===== src/rtl/icache_req_arb.sv =====
// icache_req_arb
//   Shares the single ICache request port between the IFU demand stream and a
//   next-line prefetcher. Demand has priority; the prefetcher is forced through
//   after STARVE_LIMIT consecutive cycles in which it lost to a demand grant.
//   Every accepted request records its owner in a circular owner FIFO. The
//   in-order ICache responses are steered back to the owner. A flush marks
//   every outstanding entry as drop, so stale lines never reach the IFU.
//
// Ports
//   clk_i, rst_ni            clock, asynchronous active-low reset
//   flush_i                  frontend flush/redirect: no grant, drop outstanding
//   dmd_req_*                demand request (valid/ready/addr)
//   pf_req_*                 prefetch request (valid/ready/addr)
//   ic_req_*                 request to the ICache (valid/ready/addr)
//   ic_rsp_valid_i/data_i    in-order ICache response, no backpressure
//   dmd_rsp_valid_o/data_o   response delivered to the demand side
//   pf_rsp_valid_o           prefetch completion pulse
//   inflight_cnt_o           owner FIFO occupancy
//   proto_err_o              sticky: response arrived with no request outstanding
module icache_req_arb #(
  parameter int VLEN            = 32,
  parameter int ILEN            = 32,
  parameter int INSTR_PER_FETCH = 4,
  parameter int INF_DEPTH       = 4,
  parameter int STARVE_LIMIT    = 8
) (
  input  logic                              clk_i,
  input  logic                              rst_ni,
  input  logic                              flush_i,
  input  logic                              dmd_req_valid_i,
  output logic                              dmd_req_ready_o,
  input  logic [VLEN-1:0]                   dmd_req_addr_i,
  input  logic                              pf_req_valid_i,
  output logic                              pf_req_ready_o,
  input  logic [VLEN-1:0]                   pf_req_addr_i,
  output logic                              ic_req_valid_o,
  input  logic                              ic_req_ready_i,
  output logic [VLEN-1:0]                   ic_req_addr_o,
  input  logic                              ic_rsp_valid_i,
  input  logic [INSTR_PER_FETCH*ILEN-1:0]   ic_rsp_data_i,
  output logic                              dmd_rsp_valid_o,
  output logic [INSTR_PER_FETCH*ILEN-1:0]   dmd_rsp_data_o,
  output logic                              pf_rsp_valid_o,
  output logic [$clog2(INF_DEPTH+1)-1:0]    inflight_cnt_o,
  output logic                              proto_err_o
);

  localparam int PTR_W = (INF_DEPTH > 1) ? $clog2(INF_DEPTH) : 1;
  localparam int CNT_W = $clog2(INF_DEPTH + 1);
  localparam int STV_W = $clog2(STARVE_LIMIT + 1);

  localparam logic [PTR_W-1:0] LAST_PTR  = PTR_W'(INF_DEPTH - 1);
  localparam logic [CNT_W-1:0] DEPTH_CNT = CNT_W'(INF_DEPTH);
  localparam logic [STV_W-1:0] STV_MAX   = STV_W'(STARVE_LIMIT);

  // Owner FIFO storage: owner 0 = demand, 1 = prefetch.
  logic [INF_DEPTH-1:0] owner_q;
  logic [INF_DEPTH-1:0] drop_q;
  logic [PTR_W-1:0]     head_q;
  logic [PTR_W-1:0]     tail_q;
  logic [CNT_W-1:0]     cnt_q;
  logic [STV_W-1:0]     starve_q;
  logic                 proto_err_q;

  logic pop;
  logic space;
  logic issue_ok;
  logic force_pf;
  logic pf_win;
  logic fire;
  logic head_owner;
  logic head_drop;

  function automatic logic [PTR_W-1:0] ptr_inc(input logic [PTR_W-1:0] p);
    return (p == LAST_PTR) ? '0 : p + 1'b1;
  endfunction

  // Arbitration and response routing: purely combinational.
  assign pop      = ic_rsp_valid_i && (cnt_q != '0);
  // A pop in this cycle frees a slot, so a full FIFO can still accept.
  assign space    = (cnt_q < DEPTH_CNT) || pop;
  assign issue_ok = !flush_i && space;
  assign force_pf = (starve_q == STV_MAX);
  assign pf_win   = pf_req_valid_i && (force_pf || !dmd_req_valid_i);

  assign ic_req_valid_o  = issue_ok && (dmd_req_valid_i || pf_req_valid_i);
  assign ic_req_addr_o   = pf_win ? pf_req_addr_i : dmd_req_addr_i;
  assign dmd_req_ready_o = issue_ok && ic_req_ready_i && !pf_win;
  assign pf_req_ready_o  = issue_ok && ic_req_ready_i && pf_win;
  assign fire            = ic_req_valid_o && ic_req_ready_i;

  assign head_owner = owner_q[head_q];
  assign head_drop  = drop_q[head_q];

  // The response popped during a flush is stale as well, so it is suppressed.
  assign dmd_rsp_valid_o = pop && !flush_i && !head_drop && !head_owner;
  assign pf_rsp_valid_o  = pop && !flush_i && !head_drop && head_owner;
  assign dmd_rsp_data_o  = ic_rsp_data_i;
  assign inflight_cnt_o  = cnt_q;
  assign proto_err_o     = proto_err_q;

  // Control state: pointers, occupancy, starvation counter, error flag.
  always_ff @(posedge clk_i or negedge rst_ni) begin
    if (!rst_ni) begin
      head_q      <= '0;
      tail_q      <= '0;
      cnt_q       <= '0;
      starve_q    <= '0;
      proto_err_q <= 1'b0;
    end else begin
      if (pop) begin
        head_q <= ptr_inc(head_q);
      end
      if (fire) begin
        tail_q <= ptr_inc(tail_q);
      end
      case ({fire, pop})
        2'b10:   cnt_q <= cnt_q + CNT_W'(1);
        2'b01:   cnt_q <= cnt_q - CNT_W'(1);
        default: cnt_q <= cnt_q;
      endcase

      if (flush_i || !pf_req_valid_i || (fire && pf_win)) begin
        starve_q <= '0;
      end else if (fire && !pf_win && (starve_q != STV_MAX)) begin
        starve_q <= starve_q + STV_W'(1);
      end

      if (ic_rsp_valid_i && (cnt_q == '0)) begin
        proto_err_q <= 1'b1;
      end
    end
  end

  // Entry payload: only meaningful while counted in cnt_q, so no reset.
  // Flush never coincides with a push, so the two updates are independent.
  always_ff @(posedge clk_i) begin
    if (flush_i) begin
      drop_q <= '1;
    end
    if (fire) begin
      owner_q[tail_q] <= pf_win;
      drop_q[tail_q]  <= 1'b0;
    end
  end

endmodule

===== config.mk =====
export PLATFORM = sky130hd
export DESIGN_NAME = icache_req_arb
export DESIGN_NICKNAME = d
export VERILOG_FILES = /design/src/rtl/icache_req_arb.sv
export SDC_FILE = /design/constraint.sdc
export NUM_CORES = 1
export LEC_CHECK = 0
export ABC_AREA = 1
export CAP_MARGIN = 20
export CORE_AREA = 2 2 144 146
export DETAILED_ROUTE_END_ITERATION = 6
export DIE_AREA = 0 0 146 148
export HOLD_SLACK_MARGIN = 0.02
export PLACE_DENSITY_LB_ADDON = 0.12
export SLEW_MARGIN = 10
export SYNTH_ARGS = -nofsm -noshare
export SYNTH_HDL_FRONTEND = slang
export SYNTH_SLANG_ARGS = --single-unit

===== constraint.sdc =====
create_clock -name clk_i -period 3.2 [get_ports clk_i]
set_input_delay 0.64 -clock clk_i [delete_from_list [all_inputs] [get_ports clk_i]]
set_output_delay 0.64 -clock clk_i [all_outputs]
set_load 0.01 [all_outputs]

* Word-level counts from Yosys, hierarchy flattened
Cells that the tools add are included.
Operators by class: mux-type cells 15, $add $sub $neg 5, order comparisons 4, eq/ne operators 6, reduce and logical (&&, ||, !) cells 32, bitwise operators 2
Operators by type and width (number):
- $mux W32 | 1
- $logic_and A1 B1 Y1 | 17
- $mux W4 | 4
- $eq A2 B2 Y1 const B | 3
- $logic_not A1 Y1 | 6
- $lt A2 B3 Y1 const B | 2
- $pmux W3 S2 | 1
- $logic_or A1 B1 Y1 | 5
- $add A2 B1 Y2 const B | 2
- $add A4 B1 Y4 const B | 1
- $and A4 B4 Y4 | 1
- $bmux W1 S2 | 2
- $bwmux W4 | 1
- $eq A4 B4 Y1 const B | 1
- $mux W2 | 2
- $ne A4 B4 Y1 const B | 1
- $not A4 Y4 | 1
- $reduce_bool A2 Y1 | 2
- $add A3 B1 Y3 const B | 1
- $logic_not A3 Y1 | 1
- $lt A3 B3 Y1 const B | 1
- $mux W1 | 3
- $reduce_bool A3 Y1 | 1
- $sub A3 B1 Y3 const B | 1
- 3 further kinds | 3
Word-level totals: output and inout bits 169, bits of input ports 199, word-level logic and storage cells 71, flip-flop bits (word level) 20

* Depth between registers and ports, before layout
Gate-level depths: netlist (run 1).
depth in word-level cells 10, gate-level depth with buffers 11

* Worst setup path after synthesis (run 1)
No wires, ideal clock.
kind input -> register, start point input dmd_req_valid_i, end point register cnt_q[2], in the netlist inflight_cnt_o[2], cell stages on the path 9, arrival 1.960 ns, buffers on the path 0, setup time 0.131 ns, setup slack 1.109 ns, cells stage by stage nor2_1 -> nor2_4 -> inv_2 -> ha_1 -> inv_1 -> fa_1 -> a21oi_1 -> o21ai_0 -> xor2_1
On the way: longest elaborated chain between the ends 5
RTL lines:
- from (decl) | line 30 | input logic dmd_req_valid_i,
- $logic_or A1 B1 Y1 (*) | line 86 | assign ic_req_valid_o = issue_ok && (dmd_req_valid_i || pf_req_valid_i);
- $logic_and A1 B1 Y1 (*) | line 86
- $logic_and A1 B1 Y1 (*) | line 90 | assign fire = ic_req_valid_o && ic_req_ready_i;
- $eq A2 B1 Y1 or $eq A2 B2 Y1 (tied branches) | line 117 | case ({fire, pop})
- $pmux W3 S2 or $reduce_bool A2 Y1 (tied branches)
- to (signal assigned) | line 118 | 2'b10: cnt_q <= cnt_q + CNT_W'(1);
- to (signal assigned) | line 119 | 2'b01: cnt_q <= cnt_q - CNT_W'(1);
- to (signal assigned) | line 120 | default: cnt_q <= cnt_q;
- to (decl) | line 61 | logic [CNT_W-1:0] cnt_q;
Mark *: on every way between the ends. The rest lies on a longest branch, timed or not. A chain may end at the register's enable or synchronous reset.

* Final worst setup path (run 1)
start point input pf_req_valid_i, end point output ic_req_addr_o[16]
On the way: longest elaborated chain between the ends 2
RTL lines:
- from (decl) | line 33 | input logic pf_req_valid_i,
- $logic_and A1 B1 Y1 | line 84 | assign pf_win = pf_req_valid_i && (force_pf || !dmd_req_valid_i);
- $mux W32 | line 87 | assign ic_req_addr_o = pf_win ? pf_req_addr_i : dmd_req_addr_i;
- to (decl) | line 38 | output logic [VLEN-1:0] ic_req_addr_o,
No other way between the ends.

==> impl_metrics.ini, run 1 <==
[status]
status = finished, final reports clean

[detailed_routing]
drc_errors = 0
ant_nets = 0
first_pass_iters = 4
wl_per_cell_um = 14.4
initialDrtViolationCount = 80
drt-total-wl_um = 8880
vias_per_cell = 3.20
vias = 1980

[synthesis]
ys_types = 27
synth.top_cell.area_share_pct = 38.9
syn_nets = 574
synth_area_per_cell_sq_um = 6.91
synth-seq-area-share_pct = 19.8
syn_area_sq_mm = 0.00253
ys_warn_count = 0
yosysTopAreaCell = buf_4
synth_area_leaders = buf_4, nand2_1, dfrtp_1, edfxtp_1, ha_1
ys_seq_elements = 20
synthCells = 366

[critical_path]
path_max_fanout = 37
cp-start-kind = primary input
worstRegToRegCells = 10
critical_path_required_ns = 2.56
path_cells = clkdlybuf4s50_1, nand2_4, inv_6, nand2_1, nand2_1, clkdlybuf4s50_1
crit_type = in -> out
arrival_ns = 2.35
crit_buf_inv = 3
end_kind = output pin
worstSetupStartpoint = pf_req_valid_i
cp_slowest_stage_delay_ns = 0.56
crit_path_top_delay_cell = clkdlybuf4s50_1
r2r_start = inflight_cnt_o[2]
crit_cells = 6
critPathTopFamily = buffers and inverters

[clocking]
clock_latency_ns = 0.25
path_clk_slew_ns = 0.06
cts_num_sinks = 20
cts_tree = done
htree_num_levels = 1
cts_buffers = 3
clockRootBuffer = clkbuf_16
cts_max_path_buffers = 2

[global_routing]
antenna_found_initial = 0
grt_pass1_vias = 2097
grt_max_degree = 38
grt_pass1_wl_um = 13000
grtUsageTotal_pct = 7.87
overflow = 0

[power_and_ir_drop]
power.switching_mw = 0.429
seq_power_share_pct = 30.9
clockPowerShare_pct = 21.7
p_leak_nw = 1.35
sw_frac_of_total_pct = 35.4
comb_power_share_pct = 47.5
power_density_mw_per_mm2 = 394
ir_worst_vdd_mv = 0.131
internal_power_mw = 0.781

[hold_path]
hold_path_class = reg -> reg
hold_path_depth = 1
worst_hold_startpoint = proto_err_o

[final_layout]
antenna_cells = 0
areaGrowthSynthToFinish_pct = 21.3
drive_gt1_share_pct = 6.90
n_fill_cell = 2369
multiInputGateArea_sq_um = 901
nets = 558
register_area_sq_um = 500
stdcell_count = 618

[floorplanning]
core_sq_mm = 0.0200
die_h_um = 148
die_w_um = 146
start_util_pct = 12.6
die-area_sq_mm = 0.0216
rows = 52
ioPinCount = 368

[timing]
final_hold_viol_count = 0
finalSetupTns_ns = 0
period_needed_ns = 2.99
layout_setup_ws_ns = 0.212
tightest_slew_ns = 0.652
finClkSkew_ns = 0.00124
rsz0062_at_grt = no
drv_slew = 0
clock.fmax_ghz = 0.335
slew_headroom_pct = 56.4
setup_violations = 0
fin_crit_sh_pct = 93.4

[placed_design]
hpwl_um = 7470
gp_congestion = 0.683
placedCellCount = 615
preCtsSetupSlack_ns = 0.00579
portBuffers = 111

[run]
max_cap_viol_count = 0
worst paths after layout:
kind,end,slack [ns]
max,ic_req_addr_o[16],0.21
min,proto_err_o,0.47
max reg2reg,inflight_cnt_o[2],1.24
min reg2reg,proto_err_o,0.47
max in group asynchronous,starve_q[0],2.00
min in group asynchronous,head_q[0],0.79
registers in the layout, indices dropped and copies added (netlist names):
signal / cells
drop_q: 4
owner_q: 4
starve_q: 4
inflight_cnt_o: 3
head_q: 2
tail_q: 2
proto_err_o: 1
power by group through the flow:
| stage | combinational (mW) | clock [mW] | sequential [mW] |
|---|---|---|---|
| detailed placement | 0.586 | 0 | 0.380 |
| CTS | 0.590 | 0.268 | 0.375 |
| floorplan | 0.457 | 0 | 0.377 |
| global placement | 0.587 | 0 | 0.378 |
| global route | 0.656 | 0.280 | 0.383 |
| finish | 0.574 | 0.262 | 0.373 |
cells by family after synthesis:
logic type	after synthesis	synth area share (%)
DFF	20	19.8
adders and majority gates	9	4.75
AOI/OAI and AO/OA	15	3.46
and+or+nand+nor	156	26.4
buffers and inverters	163	44.6
xor gates and xnor gates	3	1.04
per-layer routing:
layer	vias to the layer above	wire length, um	track usage (%)
met5	-	0	0
met4	0	262	2.86
met3	34	1270	5.15
met2	148	3900	12.1
met1	851	3450	8.76
li1	947	-	-
per-stage QoR:
step	util, %	power (mW)	hold slack [ns]	cell area (sq um)
after CTS	15.3	1.23	0.474	3070
after floorplan	-	0.833	0.344	2530
after global routing	15.3	1.32	0.504	3070
after detailed placement	14.9	0.965	0.466	2990
final	15.3	1.21	0.472	3070
after global placement	14.9	0.965	0.458	2990
timing repair:
action | 4_1_cts | 5_1_grt
setup buffers | 0 | 0
hold buffers | 0 | 0
resized for setup | 1 | 1
endpoints found under the setup margin | 1 | 2
pin swaps | 0 | 0
placed cells by master (no fill, tap or decap), drive strengths merged:
cell / Yosys / final
a21oi: 5 / 5
a31o: 1 / 1
buf: 134 / 2
clkbuf: 0 / 3
clkdlybuf4s50: 0 / 110
dfrtp: 12 / 12
dfxtp: 4 / 4
dlymetal6s2s: 0 / 1
edfxtp: 4 / 4
fa: 1 / 1
ha: 8 / 8
inv: 29 / 29
nand2: 124 / 124
nand3: 7 / 7
nand4: 4 / 4
nor2: 21 / 21
o211ai: 2 / 2
o21ai: 7 / 7
xnor2: 1 / 1
xor2: 2 / 2
cells in the mapped netlist, drive strengths merged:
cell and instances:
fa 1, xnor2 1, dfrtp 12, buf 134, nand2 124, edfxtp 4
nand3 7, xor2 2, dfxtp 4, nor2 21, a21oi 5, a31o 1
nand4 4, inv 29, o211ai 2, ha 8, o21ai 7
layout make-up:
class                           count  share of cell area, %
Clock buffer                        3                   2.45
Sequential cell                    20                   16.3
Multi-Input combinational cell    183                   29.4
Tap cell                          270                   11.0
Timing Repair Buffer              113                   37.2
Inverter                           29                   3.71
Note: power is estimated with default switching activity, not from simulation.
==> run 2, diff against run 1 <==
SLEW_MARGIN = 0   (was 10)
==> results of run 2 <==
Final layout, timing and power as in run 1 (identical DEF).
==> run 3, diff against run 2 <==
SLEW_MARGIN = 40   (was 0)
==> results of run 3 <==
Final layout, timing and power as in run 1 (identical DEF).
